File: src/rtl/cpu_pkg.sv
// Shared definitions for the single-bus microcontroller control path:
// word width, IR field positions, sub-op codes, sequencer states and the
// control word that the sequencer drives onto the datapath.
package cpu_pkg;

    localparam int WORD_W    = 16;
    localparam int CLASS_BIT = 15;   // 1 = ALU op, 0 = sub-op class
    localparam int OP_HI     = 14;
    localparam int OP_LO     = 12;
    localparam int RD_HI     = 11;
    localparam int RD_LO     = 10;
    localparam int RA_HI     = 9;
    localparam int RA_LO     = 8;
    localparam int RB_HI     = 7;
    localparam int RB_LO     = 6;

    typedef enum logic [2:0] {
        SUB_NOP   = 3'b000,
        SUB_LOAD  = 3'b001,
        SUB_STORE = 3'b010,
        SUB_MOV   = 3'b011,
        SUB_IN    = 3'b100,
        SUB_OUT   = 3'b101,
        SUB_HALT  = 3'b110,
        SUB_RSVD  = 3'b111
    } subop_t;

    typedef enum logic [4:0] {
        S_F0, S_FW, S_FL, S_FI, S_DEC,
        S_A1, S_A2, S_A3, S_A4,
        S_MA, S_RW, S_RL, S_RB,
        S_SD, S_WW,
        S_MV, S_IN, S_OU, S_NP,
        S_HT, S_ER
    } state_t;

    typedef struct packed {
        logic       pc_out;
        logic       pc_inc;
        logic       mar_en;
        logic       mdr_en_write;
        logic       mdr_en_read;
        logic       mdr_out;
        logic       ir_en;
        logic       mem_en;
        logic       mem_rw;
        logic       alu_in1;
        logic       alu_in2;
        logic       alu_outlach;
        logic       alu_out_en;
        logic [3:0] g_in;
        logic [3:0] g_out;
        logic       p0_in;
        logic       p1_out;
        logic       halted;
        logic       err;
        logic       instr_done;
    } ctrl_t;

    function automatic logic [3:0] onehot4(logic [1:0] r);
        return 4'b0001 << r;
    endfunction

    function automatic logic is_wait(state_t s);
        return (s == S_FW) || (s == S_RW) || (s == S_WW);
    endfunction

    // Moore control word for a state; the WW completion pulse depends on MFC
    // and is added by the sequencer itself.
    function automatic ctrl_t decode(state_t s, logic [1:0] rd_f,
                                     logic [1:0] ra_f, logic [1:0] rb_f);
        ctrl_t c;
        c = '0;
        case (s)
            S_F0:       begin c.pc_out = 1'b1; c.mar_en = 1'b1; end
            S_FW, S_RW: begin c.mem_en = 1'b1; c.mem_rw = 1'b1; end
            S_FL, S_RL: begin c.mem_en = 1'b1; c.mem_rw = 1'b1; c.mdr_en_read = 1'b1; end
            S_FI:       begin c.mdr_out = 1'b1; c.ir_en = 1'b1; c.pc_inc = 1'b1; end
            S_A1:       begin c.g_out = onehot4(ra_f); c.alu_in1 = 1'b1; end
            S_A2:       begin c.g_out = onehot4(rb_f); c.alu_in2 = 1'b1; end
            S_A3:       c.alu_outlach = 1'b1;
            S_A4:       begin c.alu_out_en = 1'b1; c.g_in = onehot4(rd_f); c.instr_done = 1'b1; end
            S_MA:       begin c.g_out = onehot4(ra_f); c.mar_en = 1'b1; end
            S_RB:       begin c.mdr_out = 1'b1; c.g_in = onehot4(rd_f); c.instr_done = 1'b1; end
            S_SD:       begin c.g_out = onehot4(rd_f); c.mdr_en_write = 1'b1; end
            S_WW:       c.mem_en = 1'b1;
            S_MV:       begin c.g_out = onehot4(ra_f); c.g_in = onehot4(rd_f); c.instr_done = 1'b1; end
            S_IN:       begin c.p1_out = 1'b1; c.g_in = onehot4(rd_f); c.instr_done = 1'b1; end
            S_OU:       begin c.g_out = onehot4(ra_f); c.p0_in = 1'b1; c.instr_done = 1'b1; end
            S_NP:       c.instr_done = 1'b1;
            S_HT:       c.halted = 1'b1;
            S_ER:       begin c.halted = 1'b1; c.err = 1'b1; end
            default:    ;
        endcase
        return c;
    endfunction

endpackage

File: src/rtl/wait_timer.sv
// Memory wait-cycle counter. Cleared while outside a wait state so every
// wait starts from zero; expired flags the last acceptable wait cycle.
module wait_timer #(
    parameter int MAX = 15,
    localparam int W  = $clog2(MAX + 1)
) (
    input  logic clk,
    input  logic rst,
    input  logic clr,
    input  logic en,
    output logic expired
);

    logic [W-1:0] cnt;

    // count wait cycles, holding once the last one is reached
    always_ff @(posedge clk) begin
        if (rst || clr)
            cnt <= '0;
        else if (en && !expired)
            cnt <= cnt + 1'b1;
    end

    assign expired = (cnt == W'(MAX - 1));

endmodule

File: src/rtl/control_sequencer.sv
// Hardwired fetch/decode/execute sequencer for the 16-bit single-bus
// datapath. Control outputs are registered from the next state; rst forces
// the fetch-start word immediately so nothing partial reaches the datapath.
import cpu_pkg::*;

module control_sequencer #(
    parameter int MEM_TIMEOUT = 15
) (
    input  logic        clk,
    input  logic        rst,
    input  logic [15:0] ir,
    input  logic        MFC,
    output logic        PC_Out,
    output logic        PC_inc,
    output logic        MAR_EN,
    output logic        MDR_EN_write,
    output logic        MDR_EN_read,
    output logic        MDR_out,
    output logic        IR_EN,
    output logic        mem_EN,
    output logic        mem_RW,
    output logic        ALUin1,
    output logic        ALUin2,
    output logic        ALU_outlach,
    output logic        ALU_outEN,
    output logic [3:0]  G_in,
    output logic [3:0]  G_out,
    output logic        P0_in,
    output logic        P1_out,
    output logic        halted,
    output logic        err,
    output logic        instr_done
);

    state_t     state, state_nx;
    ctrl_t      ctrl_q, ctrl;
    subop_t     sub;
    logic       in_wait, expired;
    logic [1:0] rd_f, ra_f, rb_f;
    logic       unused_ir;

    assign sub       = subop_t'(ir[OP_HI:OP_LO]);
    assign rd_f      = ir[RD_HI:RD_LO];
    assign ra_f      = ir[RA_HI:RA_LO];
    assign rb_f      = ir[RB_HI:RB_LO];
    assign unused_ir = ^ir[RB_LO-1:0];
    assign in_wait   = is_wait(state);

    wait_timer #(.MAX(MEM_TIMEOUT)) u_timer (
        .clk     (clk),
        .rst     (rst),
        .clr     (!in_wait),
        .en      (in_wait),
        .expired (expired)
    );

    // next-state: fetch, decode on the IR, execute paths, terminal halts
    always_comb begin
        state_nx = state;
        case (state)
            S_F0:  state_nx = S_FW;
            S_FW:  if (MFC) state_nx = S_FL; else if (expired) state_nx = S_ER;
            S_FL:  state_nx = S_FI;
            S_FI:  state_nx = S_DEC;
            S_DEC: begin
                if (ir[CLASS_BIT]) state_nx = S_A1;
                else begin
                    case (sub)
                        SUB_LOAD, SUB_STORE: state_nx = S_MA;
                        SUB_MOV:             state_nx = S_MV;
                        SUB_IN:              state_nx = S_IN;
                        SUB_OUT:             state_nx = S_OU;
                        SUB_HALT:            state_nx = S_HT;
                        default:             state_nx = S_NP;
                    endcase
                end
            end
            S_A1:  state_nx = S_A2;
            S_A2:  state_nx = S_A3;
            S_A3:  state_nx = S_A4;
            S_MA:  state_nx = (sub == SUB_LOAD) ? S_RW : S_SD;
            S_RW:  if (MFC) state_nx = S_RL; else if (expired) state_nx = S_ER;
            S_RL:  state_nx = S_RB;
            S_SD:  state_nx = S_WW;
            S_WW:  if (MFC) state_nx = S_F0; else if (expired) state_nx = S_ER;
            S_A4, S_RB, S_MV, S_IN, S_OU, S_NP: state_nx = S_F0;
            S_HT:  state_nx = S_HT;
            S_ER:  state_nx = S_ER;
            default: state_nx = S_F0;
        endcase
    end

    // state register with the control word registered alongside it
    always_ff @(posedge clk) begin
        if (rst) begin
            state  <= S_F0;
            ctrl_q <= decode(S_F0, rd_f, ra_f, rb_f);
        end else begin
            state  <= state_nx;
            ctrl_q <= decode(state_nx, rd_f, ra_f, rb_f);
        end
    end

    // rst overrides to the fetch-start word; a store completes on its MFC cycle
    always_comb begin
        if (rst)
            ctrl = decode(S_F0, rd_f, ra_f, rb_f);
        else begin
            ctrl = ctrl_q;
            if (state == S_WW && MFC) ctrl.instr_done = 1'b1;
        end
    end

    assign PC_Out       = ctrl.pc_out;
    assign PC_inc       = ctrl.pc_inc;
    assign MAR_EN       = ctrl.mar_en;
    assign MDR_EN_write = ctrl.mdr_en_write;
    assign MDR_EN_read  = ctrl.mdr_en_read;
    assign MDR_out      = ctrl.mdr_out;
    assign IR_EN        = ctrl.ir_en;
    assign mem_EN       = ctrl.mem_en;
    assign mem_RW       = ctrl.mem_rw;
    assign ALUin1       = ctrl.alu_in1;
    assign ALUin2       = ctrl.alu_in2;
    assign ALU_outlach  = ctrl.alu_outlach;
    assign ALU_outEN    = ctrl.alu_out_en;
    assign G_in         = ctrl.g_in;
    assign G_out        = ctrl.g_out;
    assign P0_in        = ctrl.p0_in;
    assign P1_out       = ctrl.p1_out;
    assign halted       = ctrl.halted;
    assign err          = ctrl.err;
    assign instr_done   = ctrl.instr_done;

endmodule
File: config.mk
export PLATFORM = sky130hd
export DESIGN_NAME = control_sequencer
export DESIGN_NICKNAME = d
export VERILOG_FILES = /design/src/rtl/cpu_pkg.sv /design/src/rtl/wait_timer.sv /design/src/rtl/control_sequencer.sv
export SDC_FILE = /design/constraint.sdc
export NUM_CORES = 1
export LEC_CHECK = 0
export BUFFER_PORTS_ARGS = -buffer_cell sky130_fd_sc_hd__buf_4
export CORE_MARGIN = 4
export CORE_UTILIZATION = 45
export CTS_BUF_LIST = sky130_fd_sc_hd__clkbuf_8
export CTS_CLUSTER_SIZE = 25
export DETAILED_ROUTE_END_ITERATION = 10
export PLACE_DENSITY = 0.68
export SETUP_SLACK_MARGIN = 0.4
export SKIP_CTS_REPAIR_TIMING = 1
export SYNTH_ARGS = -nofsm -noshare
export SYNTH_HDL_FRONTEND = slang
export SYNTH_SLANG_ARGS = --single-unit
File: constraint.sdc
create_clock -name clk -period 5.4 [get_ports clk]
set_input_delay 0.54 -clock clk [delete_from_list [all_inputs] [get_ports clk]]
set_output_delay 0.54 -clock clk [all_outputs]
set_load 0.1 [all_outputs]
==> flow_summary.json <==
{
  "status": "complete, no violations",
  "rsz0062_at_grt": "no",
  "grt_max_degree": 43,
  "die-width_um": 74.8,
  "setup_slack_ps": 2880,
  "grt_pass1_wl_um": 7040,
  "drv_slew": 0,
  "setup_violations": 0,
  "hp-class": "in -> reg",
  "cp_top_family": "compound AO/OA/AOI/OAI gates",
  "tritoncts": "done",
  "final_common_cell": "buf_4",
  "vias": 1675,
  "relSlewSlack_pct": 61.7,
  "drt_first_iter_violations": 94,
  "timing.setup.tns_ps": 0,
  "cts.sinks": 34,
  "wl_um": 4200,
  "h-tree-depth": 2,
  "clkTransAtPathRegs_ps": 70,
  "path_buf_inv": 0,
  "ys_types": 73,
  "slowest_stage": "dfxtp_1",
  "p_leak_nw": 0.999,
  "max_freq_ghz": 0.396,
  "ys_ff_latch": 34,
  "path_max_fanout": 12,
  "place_congestion": 0.888,
  "cts_buffers": 5,
  "startpoint_type": "flop",
  "arrival_ps": 2710,
  "grt_use_total_pct": 16.3,
  "reg2reg_setup_slack_ps": 2880,
  "ys_async_sr_fraction_pct": 0,
  "max_stage_delay_ps": 590,
  "endpoint": "ctrl_q[10]$_SDFF_PP0_",
  "ir_drop_v": 0.000196,
  "skew_ps": 3.65,
  "rr_endpoint": "ctrl_q[10]$_SDFF_PP0_",
  "hpwl_um": 3060,
  "yosysWarnings": 0,
  "ant_nets": 0,
  "drive_gt1_share_pct": 31.9,
  "antenna_found_initial": 0,
  "synth_area_um2": 2010,
  "worst_pin_slew_ps": 575,
  "syn-num-nets": 244,
  "clock_latency_ps": 290,
  "totalPowerFinal_mw": 0.899,
  "fillers": 427,
  "crit_cells": 7,
  "holdWs_ps": 463,
  "areaGrowthSynthToFinish_pct": 19.2,
  "finalNetCount": 277,
  "reg2reg_depth": 7,
  "critPathCaptureType": "flop",
  "start_util_pct": 46.4,
  "syn_inst": 223,
  "seq_area_um2": 681,
  "gr-total-overflow": 0,
  "num_io_pins": 45,
  "die_y_um": 74.8,
  "multiInputGateArea_um2": 1200,
  "cts.root.buffer_cell": "clkbuf_8",
  "detail_route.first_pass.iterations": 4,
  "syn_avg_cell_area_um2": 8.99,
  "crit_chain": "nor3b_2 -> nand3b_1 -> o211ai_1 -> a211oi_4 -> o41ai_2 -> a31oi_2 -> nor4b_1",
  "crit_required_ps": 5590,
  "synth_edf_count": 0,
  "io_buffer_count": 38,
  "dieArea_um2": 5590,
  "yosysSeqAreaShare_pct": 33.9,
  "hold_viol_final": 0,
  "ys.flop_type": "dfxtp_1",
  "core_region_area_um2": 4320,
  "wl_per_cell_um": 13.6,
  "rows": 24,
  "critPathLaunch": "state[2]$_SDFF_PP0_",
  "pre_cts_ws_ps": 2800,
  "timing.final.crit_share_pct": 46.7,
  "r2r-start": "state[2]$_SDFF_PP0_",
  "cap_viol_max_count": 0,
  "remaining_drc_errors": 0,
  "grt_pass1_vias": 1423,
  "layout_common_cells": "38 x buf_4, 34 x dfxtp_1, 25 x nor2_1, 23 x nor2b_1, 10 x a21oi_1",
  "diodes": 0,
  "fin_crit_ps": 2520,
  "cts.path.max_buffers": 2,
  "p_per_area_nw_per_um2": 376,
  "viasPerCell": 5.42,
  "path_class": "reg -> reg"
}
cell type report:
class	instances	area share, %
multi-input cells	172	50.3
flip-flops and latches	34	28.5
repair buffers	38	11.9
clock buffers	5	2.88
clock inverters	3	2.88
well taps	52	2.72
inverters	5	0.785
flip-flops by register name, indices dropped and copies added (netlist names):
name and flops:
u_timer.cnt 4, ctrl_q 25, state 5
worst register-to-register path, cell delays in order (launching register included):
cell      delay [ps]
dfxtp_1          590
nor3b_2          400
nand3b_1         200
o211ai_1         310
a211oi_4         130
o41ai_2          410
a31oi_2          100
nor4b_1          280
per-stage QoR:
| step | utilization [%] | area, um2 | instances |
|---|---|---|---|
| floorplan | - | 2010 | 223 |
| global placement | 52.1 | 2250 | 301 |
| detailed placement | 52.1 | 2250 | 301 |
| CTS | 55.3 | 2390 | 309 |
| global route | 55.3 | 2390 | 309 |
| finish | 55.3 | 2390 | 309 |
Yosys cell counts, types with 3 or more instances:
cell,instances,area share [%]
nand3_1,7,1.7
nor2_2,3,0.94
nand2_2,3,0.94
nor2_1,25,4.7
o21ai_0,6,1.5
a21oi_1,10,2.5
nand2_1,8,1.5
nor2b_1,23,7.2
buf_6,4,2.2
nand3b_1,4,1.5
nand2b_1,4,1.2
or2_2,3,0.94
and3_1,3,0.94
inv_1,5,0.94
o31ai_1,3,1.1
clkbuf_1,3,0.56
nor3_1,5,1.2
dfxtp_1,34,34
kinds of logic (layout without fill, tap and decap cells):
family	Yosys count	in the layout	share of synthesized area, %
xor+xnor	4	4	1.75
flops	34	34	33.9
compound gates	49	49	20.7
buf+inv	17	51	6.05
simple gates	115	115	35.4
mux	2	2	0.998
fa+ha+maj	2	2	1.25
worst min path at each step:
stage	from	end	slack, ps	cells past startpoint
3_3_place_gp	u_timer.cnt[1]$_SDFFE_PP0P_	u_timer.cnt[1]$_SDFFE_PP0P_	510	2
5_1_grt	ir[10]	ctrl_q[9]$_SDFF_PP0_	470	2
4_1_cts	ir[10]	ctrl_q[11]$_SDFF_PP0_	450	2
3_5_place_dp	u_timer.cnt[1]$_SDFFE_PP0P_	u_timer.cnt[1]$_SDFFE_PP0P_	520	2
6_report	ir[10]	ctrl_q[11]$_SDFF_PP0_	460	2
2_1_floorplan	u_timer.cnt[1]$_SDFFE_PP0P_	u_timer.cnt[1]$_SDFFE_PP0P_	500	2
report_power, final:
group	internal (mW)	switching, mW	total [mW]
logic	0.102	0.212	0.314
registers	0.277	0.0263	0.303
clock network	0.185	0.0973	0.282
total	0.563	0.335	0.899
layer usage:
| metal | track usage, % | share of wire (%) | wire length (um) | vias up |
|---|---|---|---|---|
| met4 | 6.13 | 2.1 | 86 | 0 |
| met3 | 3.87 | 6.6 | 275 | 9 |
| met2 | 24.5 | 44 | 1860 | 46 |
| met5 | 0 | 0 | 0 | - |
| li1 | - | - | - | 850 |
| met1 | 22.8 | 47 | 1970 | 770 |
Power figures use the tool's default switching activity.
